$ cat config.mk
export PLATFORM = sky130hd
export DESIGN_NAME = bug_game_ctl_flat
export DESIGN_NICKNAME = d
export VERILOG_FILES = /design/src/rtl/bug_game_pkg.sv /design/src/rtl/bug_game_ctl_if.sv /design/src/rtl/bug_game_ctl_mouse_click_edge.sv /design/src/rtl/bug_game_ctl.sv /design/src/flat_wrapper.sv
export SDC_FILE = /design/constraint.sdc
export NUM_CORES = 1
export LEC_CHECK = 0
export BUFFER_PORTS_ARGS = -buffer_cell sky130_fd_sc_hd__buf_2
export CAP_MARGIN = 5
export CORE_ASPECT_RATIO = 1.4
export CORE_MARGIN = 4
export CORE_UTILIZATION = 40
export CTS_CLUSTER_SIZE = 10
export DETAILED_ROUTE_END_ITERATION = 8
export HOLD_SLACK_MARGIN = 0.02
export SKIP_CTS_REPAIR_TIMING = 1
export SLEW_MARGIN = 20
export SYNTH_ARGS = -nofsm -noshare
export SYNTH_HDL_FRONTEND = slang
export SYNTH_SLANG_ARGS = --single-unit
$ cat constraint.sdc
create_clock -name pclk -period 2.2 [get_ports pclk]
set_input_delay 0 -clock pclk [delete_from_list [all_inputs] [get_ports pclk]]
set_output_delay 0 -clock pclk [all_outputs]
set_load 0.1 [all_outputs]
$ cat src/rtl/bug_game_pkg.sv
// Shared types and default constants for the bug-chase game sequencer.
package bug_game_pkg;

  localparam int unsigned COORD_W = 12;
  localparam int unsigned DIV_W   = 16;
  localparam int unsigned SCORE_W = 8;
  localparam int unsigned LIVES_W = 2;
  localparam int unsigned GS_W    = 2;

  localparam int unsigned BUG_W_DEF        = 53;
  localparam int unsigned BUG_H_DEF        = 54;
  localparam int unsigned LIVES_DEF        = 3;
  localparam int unsigned INIT_DIV_DEF     = 40000;
  localparam int unsigned DIV_DEC_DEF      = 4000;
  localparam int unsigned MIN_DIV_DEF      = 8000;
  localparam int unsigned HIT_FRAMES_DEF   = 30;
  localparam int unsigned ROUND_FRAMES_DEF = 600;

  typedef enum logic [2:0] {
    ST_IDLE = 3'd0,
    ST_ARM  = 3'd1,
    ST_PLAY = 3'd2,
    ST_HIT  = 3'd3,
    ST_OVER = 3'd4
  } state_e;

  typedef enum logic [GS_W-1:0] {
    GS_IDLE = 2'd0,
    GS_PLAY = 2'd1,
    GS_HIT  = 2'd2,
    GS_OVER = 2'd3
  } game_state_e;

  // ARM is a transient part of play and is reported as PLAY.
  function automatic game_state_e state_code(input state_e s);
    case (s)
      ST_ARM, ST_PLAY: return GS_PLAY;
      ST_HIT:          return GS_HIT;
      ST_OVER:         return GS_OVER;
      default:         return GS_IDLE;
    endcase
  endfunction

endpackage

$ cat src/rtl/bug_game_ctl_if.sv
// Mouse/bug inputs and mover/overlay outputs of the game sequencer.
interface bug_game_ctl_if;
  import bug_game_pkg::*;

  logic               mouse_left;
  logic [COORD_W-1:0] mouse_xpos;
  logic [COORD_W-1:0] mouse_ypos;
  logic [COORD_W-1:0] bug_xpos;
  logic [COORD_W-1:0] bug_ypos;
  logic               frame_tick;
  logic               bug_rst;
  logic               bug_start;
  logic [DIV_W-1:0]   step_div;
  logic [SCORE_W-1:0] score;
  logic [LIVES_W-1:0] lives;
  logic [GS_W-1:0]    game_state;
  logic               hit_flash;

  modport master (
    output mouse_left, mouse_xpos, mouse_ypos, bug_xpos, bug_ypos, frame_tick,
    input  bug_rst, bug_start, step_div, score, lives, game_state, hit_flash
  );

  modport slave (
    input  mouse_left, mouse_xpos, mouse_ypos, bug_xpos, bug_ypos, frame_tick,
    output bug_rst, bug_start, step_div, score, lives, game_state, hit_flash
  );
endinterface

$ cat src/rtl/bug_game_ctl_mouse_click_edge.sv
// Rising-edge detector on a pclk-synchronous button level.
module mouse_click_edge (
  input  logic clk,
  input  logic rst,
  input  logic level,
  output logic click_c
);
  logic prev_q;

  always_ff @(posedge clk or posedge rst) begin
    if (rst) prev_q <= 1'b0;
    else     prev_q <= level;
  end

  assign click_c = level & ~prev_q;
endmodule

$ cat src/rtl/bug_game_ctl.sv
// Bug-chase game sequencer: hit test, score/lives, mover control.
// Optional round timeout is built when BUG_GAME_TIMEOUT_EN is defined.
module bug_game_ctl
  import bug_game_pkg::*;
#(
  parameter int unsigned BUG_W        = BUG_W_DEF,
  parameter int unsigned BUG_H        = BUG_H_DEF,
  parameter int unsigned LIVES        = LIVES_DEF,
  parameter int unsigned INIT_DIV     = INIT_DIV_DEF,
  parameter int unsigned DIV_DEC      = DIV_DEC_DEF,
  parameter int unsigned MIN_DIV      = MIN_DIV_DEF,
  parameter int unsigned HIT_FRAMES   = HIT_FRAMES_DEF,
  parameter int unsigned ROUND_FRAMES = ROUND_FRAMES_DEF
) (
  input  logic          pclk,
  input  logic          rst,
  bug_game_ctl_if.slave io
);
  localparam int unsigned HIT_CNT_W = (HIT_FRAMES > 1) ? $clog2(HIT_FRAMES) : 1;
  localparam int unsigned CMP_W     = COORD_W + 1;

  state_e             state_q, state_d;
  logic [SCORE_W-1:0] score_q, score_d;
  logic [LIVES_W-1:0] lives_q, lives_d;
  logic [DIV_W-1:0]   step_div_q, step_div_d;
  logic [HIT_CNT_W-1:0] hit_cnt_q, hit_cnt_d;
  logic               bug_rst_q, bug_rst_d;
  logic               bug_start_q, bug_start_d;
  logic               hit_flash_q, hit_flash_d;
  game_state_e        game_state_q, game_state_d;

  logic               click_c;
  logic               hit_c;
  logic               timeout_c;
  logic [LIVES_W-1:0] lives_dec_c;
  logic [DIV_W-1:0]   div_next_c;
  logic [CMP_W-1:0]   mx_c, my_c, bx_c, by_c;

  mouse_click_edge u_click (
    .clk     (pclk),
    .rst     (rst),
    .level   (io.mouse_left),
    .click_c (click_c)
  );

  // Widened compare so bug_pos + size cannot wrap at the screen edge.
  always_comb begin
    mx_c  = {1'b0, io.mouse_xpos};
    my_c  = {1'b0, io.mouse_ypos};
    bx_c  = {1'b0, io.bug_xpos};
    by_c  = {1'b0, io.bug_ypos};
    hit_c = (bx_c <= mx_c) && (mx_c < bx_c + CMP_W'(BUG_W)) &&
            (by_c <= my_c) && (my_c < by_c + CMP_W'(BUG_H));
  end

  always_comb begin
    lives_dec_c = (lives_q == '0) ? '0 : lives_q - LIVES_W'(1);
    if ({1'b0, step_div_q} < (17'(MIN_DIV) + 17'(DIV_DEC))) div_next_c = DIV_W'(MIN_DIV);
    else                                                    div_next_c = step_div_q - DIV_W'(DIV_DEC);
  end

`ifdef BUG_GAME_TIMEOUT_EN
  localparam int unsigned RND_CNT_W = (ROUND_FRAMES > 1) ? $clog2(ROUND_FRAMES) : 1;
  logic [RND_CNT_W-1:0] round_cnt_q, round_cnt_d;
  logic                 round_last_c;

  always_comb begin
    round_last_c = (round_cnt_q == RND_CNT_W'(ROUND_FRAMES - 1));
    timeout_c    = (state_q == ST_PLAY) && io.frame_tick && round_last_c;
    round_cnt_d  = round_cnt_q;
    if (state_q == ST_ARM)
      round_cnt_d = '0;
    else if ((state_q == ST_PLAY) && io.frame_tick)
      round_cnt_d = round_last_c ? '0 : round_cnt_q + RND_CNT_W'(1);
  end
`else
  assign timeout_c = 1'b0;
`endif

  always_comb begin
    state_d    = state_q;
    score_d    = score_q;
    lives_d    = lives_q;
    step_div_d = step_div_q;
    hit_cnt_d  = hit_cnt_q;

    case (state_q)
      ST_IDLE: if (click_c) begin
        state_d    = ST_ARM;
        score_d    = '0;
        lives_d    = LIVES_W'(LIVES);
        step_div_d = DIV_W'(INIT_DIV);
      end
      ST_ARM: state_d = ST_PLAY;
      ST_PLAY: begin
        // A click takes priority over a coincident timeout.
        if (click_c) begin
          if (hit_c) begin
            score_d    = (score_q == '1) ? score_q : score_q + SCORE_W'(1);
            step_div_d = div_next_c;
            hit_cnt_d  = '0;
            state_d    = ST_HIT;
          end else begin
            lives_d = lives_dec_c;
            if (lives_dec_c == '0) state_d = ST_OVER;
          end
        end else if (timeout_c) begin
          lives_d = lives_dec_c;
          state_d = (lives_dec_c == '0) ? ST_OVER : ST_ARM;
        end
      end
      ST_HIT: if (io.frame_tick) begin
        if (hit_cnt_q == HIT_CNT_W'(HIT_FRAMES - 1)) begin
          hit_cnt_d = '0;
          state_d   = ST_ARM;
        end else begin
          hit_cnt_d = hit_cnt_q + HIT_CNT_W'(1);
        end
      end
      ST_OVER: if (click_c) state_d = ST_IDLE;
      default: state_d = ST_IDLE;
    endcase

    bug_rst_d    = !((state_d == ST_ARM) || (state_d == ST_PLAY));
    bug_start_d  = (state_d == ST_ARM);
    hit_flash_d  = (state_d == ST_HIT);
    game_state_d = state_code(state_d);
  end

  always_ff @(posedge pclk or posedge rst) begin
    if (rst) begin
      state_q      <= ST_IDLE;
      score_q      <= '0;
      lives_q      <= '0;
      step_div_q   <= DIV_W'(INIT_DIV);
      hit_cnt_q    <= '0;
      bug_rst_q    <= 1'b1;
      bug_start_q  <= 1'b0;
      hit_flash_q  <= 1'b0;
      game_state_q <= GS_IDLE;
`ifdef BUG_GAME_TIMEOUT_EN
      round_cnt_q  <= '0;
`endif
    end else begin
      state_q      <= state_d;
      score_q      <= score_d;
      lives_q      <= lives_d;
      step_div_q   <= step_div_d;
      hit_cnt_q    <= hit_cnt_d;
      bug_rst_q    <= bug_rst_d;
      bug_start_q  <= bug_start_d;
      hit_flash_q  <= hit_flash_d;
      game_state_q <= game_state_d;
`ifdef BUG_GAME_TIMEOUT_EN
      round_cnt_q  <= round_cnt_d;
`endif
    end
  end

  assign io.bug_rst    = bug_rst_q;
  assign io.bug_start  = bug_start_q;
  assign io.step_div   = step_div_q;
  assign io.score      = score_q;
  assign io.lives      = lives_q;
  assign io.game_state = game_state_q;
  assign io.hit_flash  = hit_flash_q;
endmodule

$ cat src/flat_wrapper.sv
// flat-port wrapper written by rule: the top's interface ports become plain ports
module bug_game_ctl_flat import bug_game_pkg::*;
#(
  parameter int unsigned BUG_W        = BUG_W_DEF,
  parameter int unsigned BUG_H        = BUG_H_DEF,
  parameter int unsigned LIVES        = LIVES_DEF,
  parameter int unsigned INIT_DIV     = INIT_DIV_DEF,
  parameter int unsigned DIV_DEC      = DIV_DEC_DEF,
  parameter int unsigned MIN_DIV      = MIN_DIV_DEF,
  parameter int unsigned HIT_FRAMES   = HIT_FRAMES_DEF,
  parameter int unsigned ROUND_FRAMES = ROUND_FRAMES_DEF
)
  (pclk, rst, io_mouse_left, io_mouse_xpos, io_mouse_ypos, io_bug_xpos, io_bug_ypos, io_frame_tick, io_bug_rst, io_bug_start, io_step_div, io_score, io_lives, io_game_state, io_hit_flash);
  bug_game_ctl_if io_i ();
  input  logic pclk;
  input  logic rst;
  input wire logic [$bits(io_i.mouse_left)-1:0] io_mouse_left;
  input wire logic [$bits(io_i.mouse_xpos)-1:0] io_mouse_xpos;
  input wire logic [$bits(io_i.mouse_ypos)-1:0] io_mouse_ypos;
  input wire logic [$bits(io_i.bug_xpos)-1:0] io_bug_xpos;
  input wire logic [$bits(io_i.bug_ypos)-1:0] io_bug_ypos;
  input wire logic [$bits(io_i.frame_tick)-1:0] io_frame_tick;
  output wire logic [$bits(io_i.bug_rst)-1:0] io_bug_rst;
  output wire logic [$bits(io_i.bug_start)-1:0] io_bug_start;
  output wire logic [$bits(io_i.step_div)-1:0] io_step_div;
  output wire logic [$bits(io_i.score)-1:0] io_score;
  output wire logic [$bits(io_i.lives)-1:0] io_lives;
  output wire logic [$bits(io_i.game_state)-1:0] io_game_state;
  output wire logic [$bits(io_i.hit_flash)-1:0] io_hit_flash;
  assign io_i.mouse_left = io_mouse_left;
  assign io_i.mouse_xpos = io_mouse_xpos;
  assign io_i.mouse_ypos = io_mouse_ypos;
  assign io_i.bug_xpos = io_bug_xpos;
  assign io_i.bug_ypos = io_bug_ypos;
  assign io_i.frame_tick = io_frame_tick;
  assign io_bug_rst = io_i.bug_rst;
  assign io_bug_start = io_i.bug_start;
  assign io_step_div = io_i.step_div;
  assign io_score = io_i.score;
  assign io_lives = io_i.lives;
  assign io_game_state = io_i.game_state;
  assign io_hit_flash = io_i.hit_flash;
  bug_game_ctl #(.BUG_W(BUG_W), .BUG_H(BUG_H), .LIVES(LIVES), .INIT_DIV(INIT_DIV), .DIV_DEC(DIV_DEC), .MIN_DIV(MIN_DIV), .HIT_FRAMES(HIT_FRAMES), .ROUND_FRAMES(ROUND_FRAMES)) u_core (.pclk(pclk), .rst(rst), .io(io_i));
endmodule
==> metrics.txt <==
outcome finished with violations; failing checks negative setup slack; post-route ant nets 0; Crit path required time 2.42 ns; NetSw 2.48 mW; metal3 WL 462 µm; post-synthesis compound-gate area fraction 0.212; share of cells above drive strength 1 0.374; EDFF count, synth 0; vias in the first global route 3685; leakage 2.44 nW; most frequent cells in the layout buf_2 (73), buf_4 (63), ha_1 (52), inv_1 (39), nand2_1 (33); CP Capture Type flip-flop; CTS clock-pin slew for the worst setup and hold paths 0.06 ns; Fin. Hold Viols 0; CTS max path bufs 2; clock share of power 0.170; crit path from io_bug_xpos[2]; Final Max Tran Viols 0; mean number of vias per cell 5.38; Reg power frac 0.226; most common cell after layout, fill and taps aside buf_2; main combinational cell family by area after synthesis simple AND/OR/NAND/NOR gates; initial DRC count 162; RSZ-0062 raised after global routing true; final worst slack -0.308 ns; antenna cell count 0; Die W 87.3 µm; final setup fails 34; I/O pins 83; RD Place Congestion 0.854; Synth top area share 0.206; DPL Wire Length 7560 µm; I/O Buffers 77; CTS tree done; Die Ht 119 µm; CTS Sinks 35; min-delay src io_frame_tick; Starting Density 0.409; total power draw 4.76 mW; xor-xnor portion of the synthesized cell area 0.0447; global route total overflow 0; initial antenna violation count 0; Synth area leaders dfrtp_1 (21%), ha_1 (19%), dfstp_2 (4.5%), nand3_1 (4.4%), inv_1 (4.4%); vias after detailed routing 3640; crit path max fanout 5; Hold Crit Class input port to flip-flop; Max IR drop VDD 0.000656 V; CTS Buf Count 5; area leader, netlist dfrtp_1; synthesized flop and latch total 35; post-synth cell types 63; Simple-Gate Fraction of Synth Area 0.224; Clk Tree Root Cell clkbuf_16; Worst-Skew Late Latency 0.28 ns; Worst R2R Start u_core.state_q[0]; worst hold slack 0.114 ns; worst clock skew 0.00765 ns; Total Wirelength 9620 µm; slew at the pin with the worst max-slew slack 0.622 ns; first-pass GRT wire length 15600 µm; Synth async-reset ratio 1.00; Tmin final 2.51 ns; WL per Instance 14.2 µm; die area 10400 µm²; Critical Path AT 2.73 ns; syn_area_per_cell 8.35 µm²; Cell Area, Synth 3520 µm²; Setup crit start kind input port; Rel. slew slack 0.585; total global-route track usage 0.180; largest net degree at the start of global routing 25; Area growth syn-to-layout 42.5%; num rows 40; met2 wire length 5170 µm; Sw Share 0.520; combinational power share 0.603; synthesis warning total 0; Fmax achieved 399 MHz; Int Pwr 2.28 mW; DRC 0; PwrDens 948 nW/µm²; Max Cap Viol 0; first-pass iteration count of the detailed router 4; wl on met1 3860 µm; Worst Setup Path Type input port to flip-flop; htree depth 2; top sig layer met4; adder-cell area share of the yosys netlist 0.192; top_reg_cell synth dfrtp_1; Final nets 677; mux cell area share after synthesis 0.00887; gate count after technology mapping 422; Final Cycle Share 1.14; Core Area 8610 µm²; sequential share of the synthesized area 0.251
[final cells by class]
| type | instances | area (µm²) |
|---|---|---|
| Timing Repair Buffer | 151 | 1030 |
| Tap cell | 105 | 131 |
| Inverter | 41 | 154 |
| Sequential cell | 35 | 885 |
| Fill cell | 791 | 3590 |
| Clock buffer | 5 | 125 |
| Multi-Input combinational cell | 337 | 2650 |
| Clock inverter | 3 | 43.8 |
[state kept, by name, summed over array words and instances, names as in the netlist]
register and flops:
u_core.io.hit_flash 1, u_core.io.step_div 11, u_core.state_q 3, u_core.io.bug_start 1, u_core.io.bug_rst 1, u_core.u_click.prev_q 1
u_core.hit_cnt_q 5, u_core.io.score 8, u_core.io.game_state 2, u_core.io.lives 2
[cell families after synthesis]
kind of cell | after synthesis
mux | 3
buf+inv | 54
other cells | 1
fa+ha+maj | 54
simple gates | 152
compound gates | 105
xor+xnor | 18
flops | 35
[metal layers]
| layer | global-route usage | vias to the layer above |
|---|---|---|
| met5 | 0 | - |
| met4 | 0.0393 | 0 |
| met3 | 0.0332 | 12 |
| met2 | 0.338 | 88 |
| met1 | 0.204 | 1715 |
| li1 | - | 1825 |
[metrics by stage]
step	area [µm²]	setup TNS, ns	std cells	utilization	setup slack, ns
CTS	4720	-6.94	668	0.549	-0.347
global placement	4550	-15.50	660	0.529	-0.570
detailed placement	4550	-16.82	660	0.529	-0.632
finish	5020	-6.01	677	0.583	-0.308
floorplan	3620	-7.04	426	-	-0.321
global route	5020	-11.61	677	0.583	-0.485
[synth_stat cells, drive strengths merged (2+ instances only)]
cell type,instances
ha,54
a22o,2
nand2,34
dfrtp,29
or2,2
and2,2
o21bai,2
a21oi,25
nor2b,8
or3,7
a2111oi,3
o21a,6
o31ai,6
o211a,2
nand2b,6
xor2,7
nor2,29
and3,3
o211ai,6
clkbuf,6
a21o,9
o31a,2
inv,41
nand4,12
o22a,2
nand3,31
xnor2,11
nor4,6
dfstp,6
a211oi,4
a31oi,5
mux2i,2
nor3,8
buf,7
o21ai,22
[power groups by stage]
| stage | Clock (mW) | Combinational, mW | Sequential, mW |
|---|---|---|---|
| 2_1_floorplan | 0 | 1.05 | 2.05 |
| 3_3_place_gp | 0 | 2.66 | 1.07 |
| 3_5_place_dp | 0 | 2.68 | 1.08 |
| 4_1_cts | 0.826 | 2.69 | 1.07 |
| 5_1_grt | 0.859 | 3.10 | 1.11 |
| 6_report | 0.811 | 2.87 | 1.08 |
[final timing paths]
path                                          to  slack [ns]  depth (start not counted)
setup / recovery           u_core.io.step_div[9]       -0.31                         14
hold / removal               u_core.hit_cnt_q[0]        0.11                          3
setup reg to reg           u_core.io.step_div[9]        0.10                          3
hold reg to reg              u_core.hit_cnt_q[4]        0.50                          1
max in group asynchronous  u_core.io.step_div[6]        1.22                          4
min in group asynchronous    u_core.hit_cnt_q[1]        0.26                          3
[critical path, stage by stage]
cell	delay, ns
buf_2	0.12
buf_4	0.15
o21ai_4	0.18
nand2_2	0.09
nand3_2	0.07
xor2_1	0.14
ha_1	0.26
and4_4	0.20
a221o_1	0.32
o21ai_2	0.16
nand4_4	0.17
buf_6	0.16
a2111oi_0	0.45
o22a_1	0.24
Power figures use the tool's default switching activity.
